===== config.mk =====
export PLATFORM = sky130hd
export DESIGN_NAME = irq_ctrl
export DESIGN_NICKNAME = d
export VERILOG_FILES = /design/src/rtl/irq_ctrl.sv
export SDC_FILE = /design/constraint.sdc
export NUM_CORES = 1
export LEC_CHECK = 0
export CORE_AREA = 2 2 69 71
export DETAILED_ROUTE_END_ITERATION = 10
export DIE_AREA = 0 0 71 73
export GPL_ROUTABILITY_DRIVEN = 0
export GPL_TIMING_DRIVEN = 0
export PLACE_DENSITY = 0.86
export SLEW_MARGIN = 10
export SYNTH_ARGS = -nofsm -noshare
export SYNTH_HDL_FRONTEND = slang
export SYNTH_SLANG_ARGS = --single-unit

===== constraint.sdc =====
create_clock -name clk -period 1.2 [get_ports clk]
set_input_delay 0.3 -clock clk [delete_from_list [all_inputs] [get_ports clk]]
set_output_delay 0.3 -clock clk [all_outputs]
set_load 0.02 [all_outputs]

===== src/rtl/irq_ctrl.sv =====
// Interrupt controller: edge-captures device IRQ lines into PEND, masks them, and
// presents the highest-priority (lowest index) eligible source to CP0.
module irq_ctrl #(
  parameter int NSRC = 6
) (
  input  logic            clk,
  input  logic            reset,
  input  logic [NSRC-1:0] irq_in,
  input  logic [3:2]      Addr,
  input  logic            WE,
  input  logic [31:0]     DataI,
  output logic [31:0]     DataO,
  output logic            int_req,
  output logic [2:0]      int_id,
  input  logic            int_ack,
  output logic [1:0]      state_dbg
);

  // CP0 handshake: int_req stays high with int_id tracking the best eligible source
  // until a one-cycle int_ack pulse accepts it; service ends with a write to EOI.
  typedef enum logic [1:0] {IDLE = 2'd0, REQ = 2'd1, SERV = 2'd2} state_t;

  state_t          state;
  logic [NSRC-1:0] pend;
  logic [NSRC-1:0] mask;
  logic [NSRC-1:0] irq_prev;
  logic [NSRC-1:0] rise;
  logic [NSRC-1:0] eligible;
  logic [NSRC-1:0] pend_next;
  logic [2:0]      sel;
  logic [2:0]      cur;
  logic            busy;
  logic            wr_pend;
  logic            wr_mask;
  logic            wr_eoi;
  logic            ack_take;
  logic            unused_data;

  assign rise      = irq_in & ~irq_prev;
  assign eligible  = pend & mask;
  assign wr_pend   = WE && (Addr == 2'd0);
  assign wr_mask   = WE && (Addr == 2'd1);
  assign wr_eoi    = WE && (Addr == 2'd3);
  assign ack_take  = (state == REQ) && int_ack;
  assign state_dbg = state;

  // Data bits above the implemented sources carry no meaning.
  assign unused_data = &{1'b0, DataI[31:NSRC]};

  always_comb begin
    sel = '0;
    for (int i = NSRC - 1; i >= 0; i--) begin
      if (eligible[i]) sel = 3'(i);
    end
  end

  // Clears (software W1C, ack) first, then new edges, so a same-cycle edge wins.
  always_comb begin
    pend_next = pend;
    if (wr_pend) pend_next = pend_next & ~DataI[NSRC-1:0];
    for (int i = 0; i < NSRC; i++) begin
      if (ack_take && (int_id == 3'(i))) pend_next[i] = 1'b0;
    end
    pend_next = pend_next | rise;
  end

  always_comb begin
    DataO = '0;
    case (Addr)
      2'd0: DataO[NSRC-1:0] = pend;
      2'd1: DataO[NSRC-1:0] = mask;
      2'd2: begin
        DataO[31]  = busy;
        DataO[2:0] = cur;
      end
      default: DataO = '0;
    endcase
  end

  always_ff @(posedge clk) begin
    if (reset) begin
      state    <= IDLE;
      pend     <= '0;
      mask     <= '0;
      irq_prev <= '0;
      cur      <= '0;
      busy     <= 1'b0;
      int_req  <= 1'b0;
      int_id   <= '0;
    end else begin
      irq_prev <= irq_in;
      pend     <= pend_next;
      if (wr_mask) mask <= DataI[NSRC-1:0];
      case (state)
        IDLE: begin
          if (eligible != '0) begin
            state   <= REQ;
            int_req <= 1'b1;
            int_id  <= sel;
          end
        end
        REQ: begin
          if (int_ack) begin
            state   <= SERV;
            cur     <= int_id;
            busy    <= 1'b1;
            int_req <= 1'b0;
          end else if (eligible == '0) begin
            state   <= IDLE;
            int_req <= 1'b0;
          end else begin
            int_id  <= sel;
          end
        end
        SERV: begin
          if (wr_eoi) begin
            busy  <= 1'b0;
            state <= IDLE;
          end
        end
        default: state <= IDLE;
      endcase
    end
  end

endmodule


; Word-level counts from Yosys, hierarchy flattened
; Cells that the tools add are included.
[word_totals]
register_bits = 28
inputBits = 44
elab_cells = 84
[op_classes]
n_eq_ne = 16
mux = 32
bitwise = 6
reduce_logical = 22
[op_table]
columns = operator, count
row1 = $mux 3, 9
row2 = $and 6x6->6, 3
row3 = $mux 1, 12
row4 = $not 6->6, 2
row5 = $pmux 3 s2, 2
row6 = $logic_and 1x1->1, 10
row7 = $ne 2x2->1 const B, 5
row8 = $pmux 3 s3, 1
row9 = $reduce_and 3->1, 3
row10 = $mux 2, 4
row11 = $eq 2x2->1 const B, 3
row12 = $eq 3x2->1 const B, 2
row13 = $eq 3x3->1 const B, 2
row14 = $logic_not 6->1, 1
row15 = $mux 6, 1
row16 = $or 6x6->6, 1
row17 = $pmux 2 s3, 1
row18 = $reduce_bool 6->1, 1
row19 = $eq 2x1->1 const B, 2
row20 = $logic_not 2->1, 2
row21 = $pmux 1 s2, 2
row22 = $reduce_and 4->1, 1
row23 = $reduce_bool 2->1, 2
row24 = $eq 3x1->1 const B, 1
row25 = 3 further kinds, 3

; Depth between registers and ports, before layout
; Gate-level depths: netlist of run 1.
[logic_depth]
ltp_word = 10
depth_mapped = 6
mapped_depth_nobuf = 4

; Worst setup path before layout of run 1
; Ideal clock, no wire load.
[synth_path]
kind = input -> output
startpoint = in Addr[2] (netlist name)
endpoint = out DataO[1]
t_arrival_ns = 1.069
slack_ns = -0.169
path_stages = 5
n_path_buf = 2
path_cell_list = buf_2 nor2b_1 buf_2 nand2_1 o21ai_0
[synth_via]
elab_chain_cells = 2
[synth_lines]
columns = element, line_no
row1 = "start, declared", 9  ; input logic [3:2] Addr,
row2 = "$eq 2x2->1, or another cell as far along", 69  ; case (Addr)
row3 = $pmux 3 s3 (*), 69
row4 = "end, declared", 12  ; output logic [31:0] DataO,
; Mark *: on every way between the ends. The rest lies on a longest branch, timed or not.

; Final worst setup path of run 1
[layout_path]
startpoint = reg pend[1]
endpoint = out DataO[1]
[layout_via]
elab_chain_cells = 1
[layout_lines]
columns = element, line_no
row1 = "start, declared", 24  ; logic [NSRC-1:0] pend;
row2 = "start signal, assigned", 92  ; pend <= pend_next;
row3 = $pmux 3 s3, 69
; Every way passes these cells.

==> results.txt, run 1 <==
----------------------------------------------------
[Timing]
  Worst hold slack after final layout ... roughly 0.37 ns
  Setup-failing EPs final ... 14
  Worst Setup Slack, final ... -0.137 ns
  Number of hold violations in the final report ... 0
  Total negative setup slack ... -1.18 ns
  Max Clock Skew ... slightly below 0.006 ns
  Highest clock rate ... about 0.75 GHz
  Shortest period the worst path allows ... around 1.3 ns
  Worst-case headroom to the max-slew limit ... around three fifths
  Final critical-path share of the clock period ... 111%
  Transition at the pin with the smallest max-transition slack ... between 0.6 and 0.7 ns
  Count of pins over their slew limit ... 0
  Setup repair after global routing missed its margin ... true

[Synth]
  Share of synthesized area occupied by flip-flops and latches ... between 30% and 40%
  Synth Cell Area ... 0.00149 mm²
  Unique masters post-synth ... 32
  Mapped Avg Cell Area ... approximately 8.4 µm²
  Number of register bits inferred by synthesis ... 28
  Instance count of the mapped netlist ... between 150 and 200
  Number of warnings issued by yosys ... 0

[Power]
  Lkg Pwr ... 1.02 nW
  Switching power total ... 613 µW
  VDD IR max ... 0.695 mV
  Portion of total power attributed to combinational logic ... between 20 and 25%
  Power density over cell area ... between 1000 and 1500 mW/mm²
  Clock power frac ... about a third
  Switching portion of total power ... between 20% and 30%
  Internal portion of total power ... approximately 1.7 mW
  Sequential cell fraction of total power ... between 40 and 50%

[Global routing]
  Global-route usage over all layers ... 13.8%
  Wire length of the first global-routing pass ... around 5600 µm
  Global route overflow ... 0
  Antenna violations before repair ... 0
  Vias in the first global route ... around 1300
  Pin count of the biggest net entering global routing ... 17

[Layout]
  Final std cells w/o fill ... between 200 and 300
  Antenna fix cells ... 0
  Sequential cell area ... between 600 and 700 µm²
  Footprint of the multi-input gates ... 895 µm²
  Final #Nets ... 287
  Share of layout cells above drive strength 1 ... approximately two fifths
  FILL cells ... ~430
  Commonest cells after routing, fill and taps aside ... buf_4 (41), conb_1 (25), a21oi_1 (15)
  Post-synthesis to final-layout area growth ... 52.7%
  Leading cell type in the layout, fill and taps excluded ... buf_4

[Floorplan]
  Area of the die ... 0.00518 mm²
  Initial core utilization ... roughly 33%
  I/O pin total ... 82
  Number of core rows ... 25
  Width of the die ... ~71 µm
  Placeable Area ... ~0.0045 mm²
  Die height ... roughly 73 µm

[Worst hold path]
  Class of the tightest hold or removal check ... in -> reg

[Detailed routing]
  Number of iterations in the first detailed-routing pass ... 4
  Routed via count divided by cell count ... 4.67
  Residual antenna-violating net count after detailed routing ... 0
  DRC violation count after routing ... 0
  Routed wire length ... approximately 3800 µm
  Via count ... 1382
  DRC marker count from the first detailed-route iteration ... 73
  Per-cell routed wire length ... ~13 µm

[Worst setup path]
  Element type at the critical path end ... primary output
  CP Data Arrival Time ... 1.04 ns
  Critical path type ... reg -> out
  Largest fanout on the critical path ... 4
  Data required time at the worst endpoint ... roughly 0.90 ns
  Kind of launch point of the worst setup path ... flop

[Clock network]
  Count of H-tree levels built during CTS ... 1
  TritonCTS Buffers ... 3
  Clock Latency Late Sink ... roughly 0.28 ns
  CTS Root Cell ... clkbuf_8
  TritonCTS clock tree ... done
  Clock tree sinks ... 28
  Post-CTS clock slew at the launch and capture registers of the worst setup and hold paths ... ~0.09 ns
  Worst-case clock buffer depth ... 2

[Placement]
  Detail Placement HPWL ... around 2500 µm
  Total of buffers placed on input and output ports ... 27
  Number of placed instances with taps included ... ~280
  Post-Place Setup Slack ... -0.678 ns

[Run status]
  Run status ... complete, but fails checks
  Violations in the final reports ... setup timing

[Run]
  Max-capacitance violation count ... 0

----------------------------------------------------
[Yosys cell counts, drive strengths merged]
cell,number,area [µm²]
buf,33,228
a32oi,1,8.76
nand2,14,52.6
nor4,1,6.26
inv,10,37.5
mux2i,8,80.1
nand4,1,6.26
nor2b,7,43.8
o22ai,1,6.26
conb,1,3.75
and3b,1,8.76
a211oi,1,7.51
nand3b,4,42.5
a21oi,17,85.1
dfxtp,28,561
a2111oi,3,28.8
a22o,5,43.8
nand2b,5,31.3
o21ai,8,40.0
nor3b,1,12.5
a221o,1,10.0
o31ai,1,12.5
nor2,8,30.0
nand4b,1,8.76
nand3,9,45.0
a21o,3,22.5
nor3,2,10.0
or2,2,12.5
[power groups by stage]
stage	combinational, mW	clock (mW)	sequential (mW)
after floorplan	0.305	0	1.04
after global placement	0.428	0	1.04
after detailed placement	0.434	0	1.04
after CTS	0.476	0.755	1.02
after global routing	0.549	0.808	1.04
final	0.511	0.749	1.03
[per-layer routing]
metal / wire, µm / up-vias / part of all wire (%) / track usage, %
met2: 1990 / 45 / 53 / 26.0
met4: 34 / 0 / 0.91 / 3.56
met3: 204 / 6 / 5.4 / 3.73
li1: - / 687 / - / -
met5: 0 / - / 0 / 0
met1: 1530 / 644 / 41 / 15.2
[worst max-delay path, cell delays in order, from the launching register on]
cell and delay, ns:
dfxtp_2 0.37, mux2i_1 0.09, o21ai_2 0.16, buf_6 0.14
[timing repair]
item | CTS | global route
pin swaps | 5 | 7
setup buffers | 6 | 4
endpoints found under the setup margin | 32 | 27
resized for setup | 97 | 21
hold buffers | 0 | 0
[worst paths after layout]
check                           cells past startpoint  endpoint   startpoint  slack, ns
worst min register to register                      1   pend[3]  irq_prev[3]       0.41
worst max-delay path                                3  DataO[1]      pend[1]      -0.14
worst min-delay path                                3   mask[2]           WE       0.37
worst max register to register                      4   int_req      pend[0]      -0.13
[layout make-up]
type                            count  area share [%]
Multi-Input combinational cell    130            39.5
Sequential cell                    28            26.5
Timing Repair Buffer               37            14.2
Buffer                             33            12.0
Tap cell                           54            2.98
Clock buffer                        3            1.82
Inverter                           10            1.66
Clock inverter                      1            1.32
[kinds of logic after synthesis]
group	Yosys count	share of synthesized area, %
AND/OR/NAND/NOR	56	20.9
other	1	0.252
buffers and inverters	43	17.9
flip-flops	28	37.7
multiplexers	8	5.39
AO/OA/AOI/OAI	41	17.9
[sequential cells by signal, indices dropped and copies added, names as in the netlist]
register   cells
int_id         3
mask           6
cur            3
busy           1
pend           6
irq_prev       6
int_req        1
state_dbg      2
[stage by stage]
step	util (%)	total power [mW]	instance area, µm²
3_5_place_dp	42.9	1.48	1950
2_1_floorplan	-	1.35	1610
4_1_cts	47.2	2.25	2140
6_report	50.0	2.29	2270
5_1_grt	50.0	2.39	2270
3_3_place_gp	42.9	1.47	1950
Power figures use the tool's default switching activity.
==> inputs of run 2 (changes only) <==
--- a/config.mk
+++ b/config.mk
@@ -5,6 +5,7 @@
 export SDC_FILE = /design/constraint.sdc
 export NUM_CORES = 1
 export LEC_CHECK = 0
+export CAP_MARGIN = 10
 export CORE_AREA = 2 2 69 71
 export DETAILED_ROUTE_END_ITERATION = 10
 export DIE_AREA = 0 0 71 73
==> results of run 2 <==
The final DEF is identical to that of run 1; final timing and power are the same.
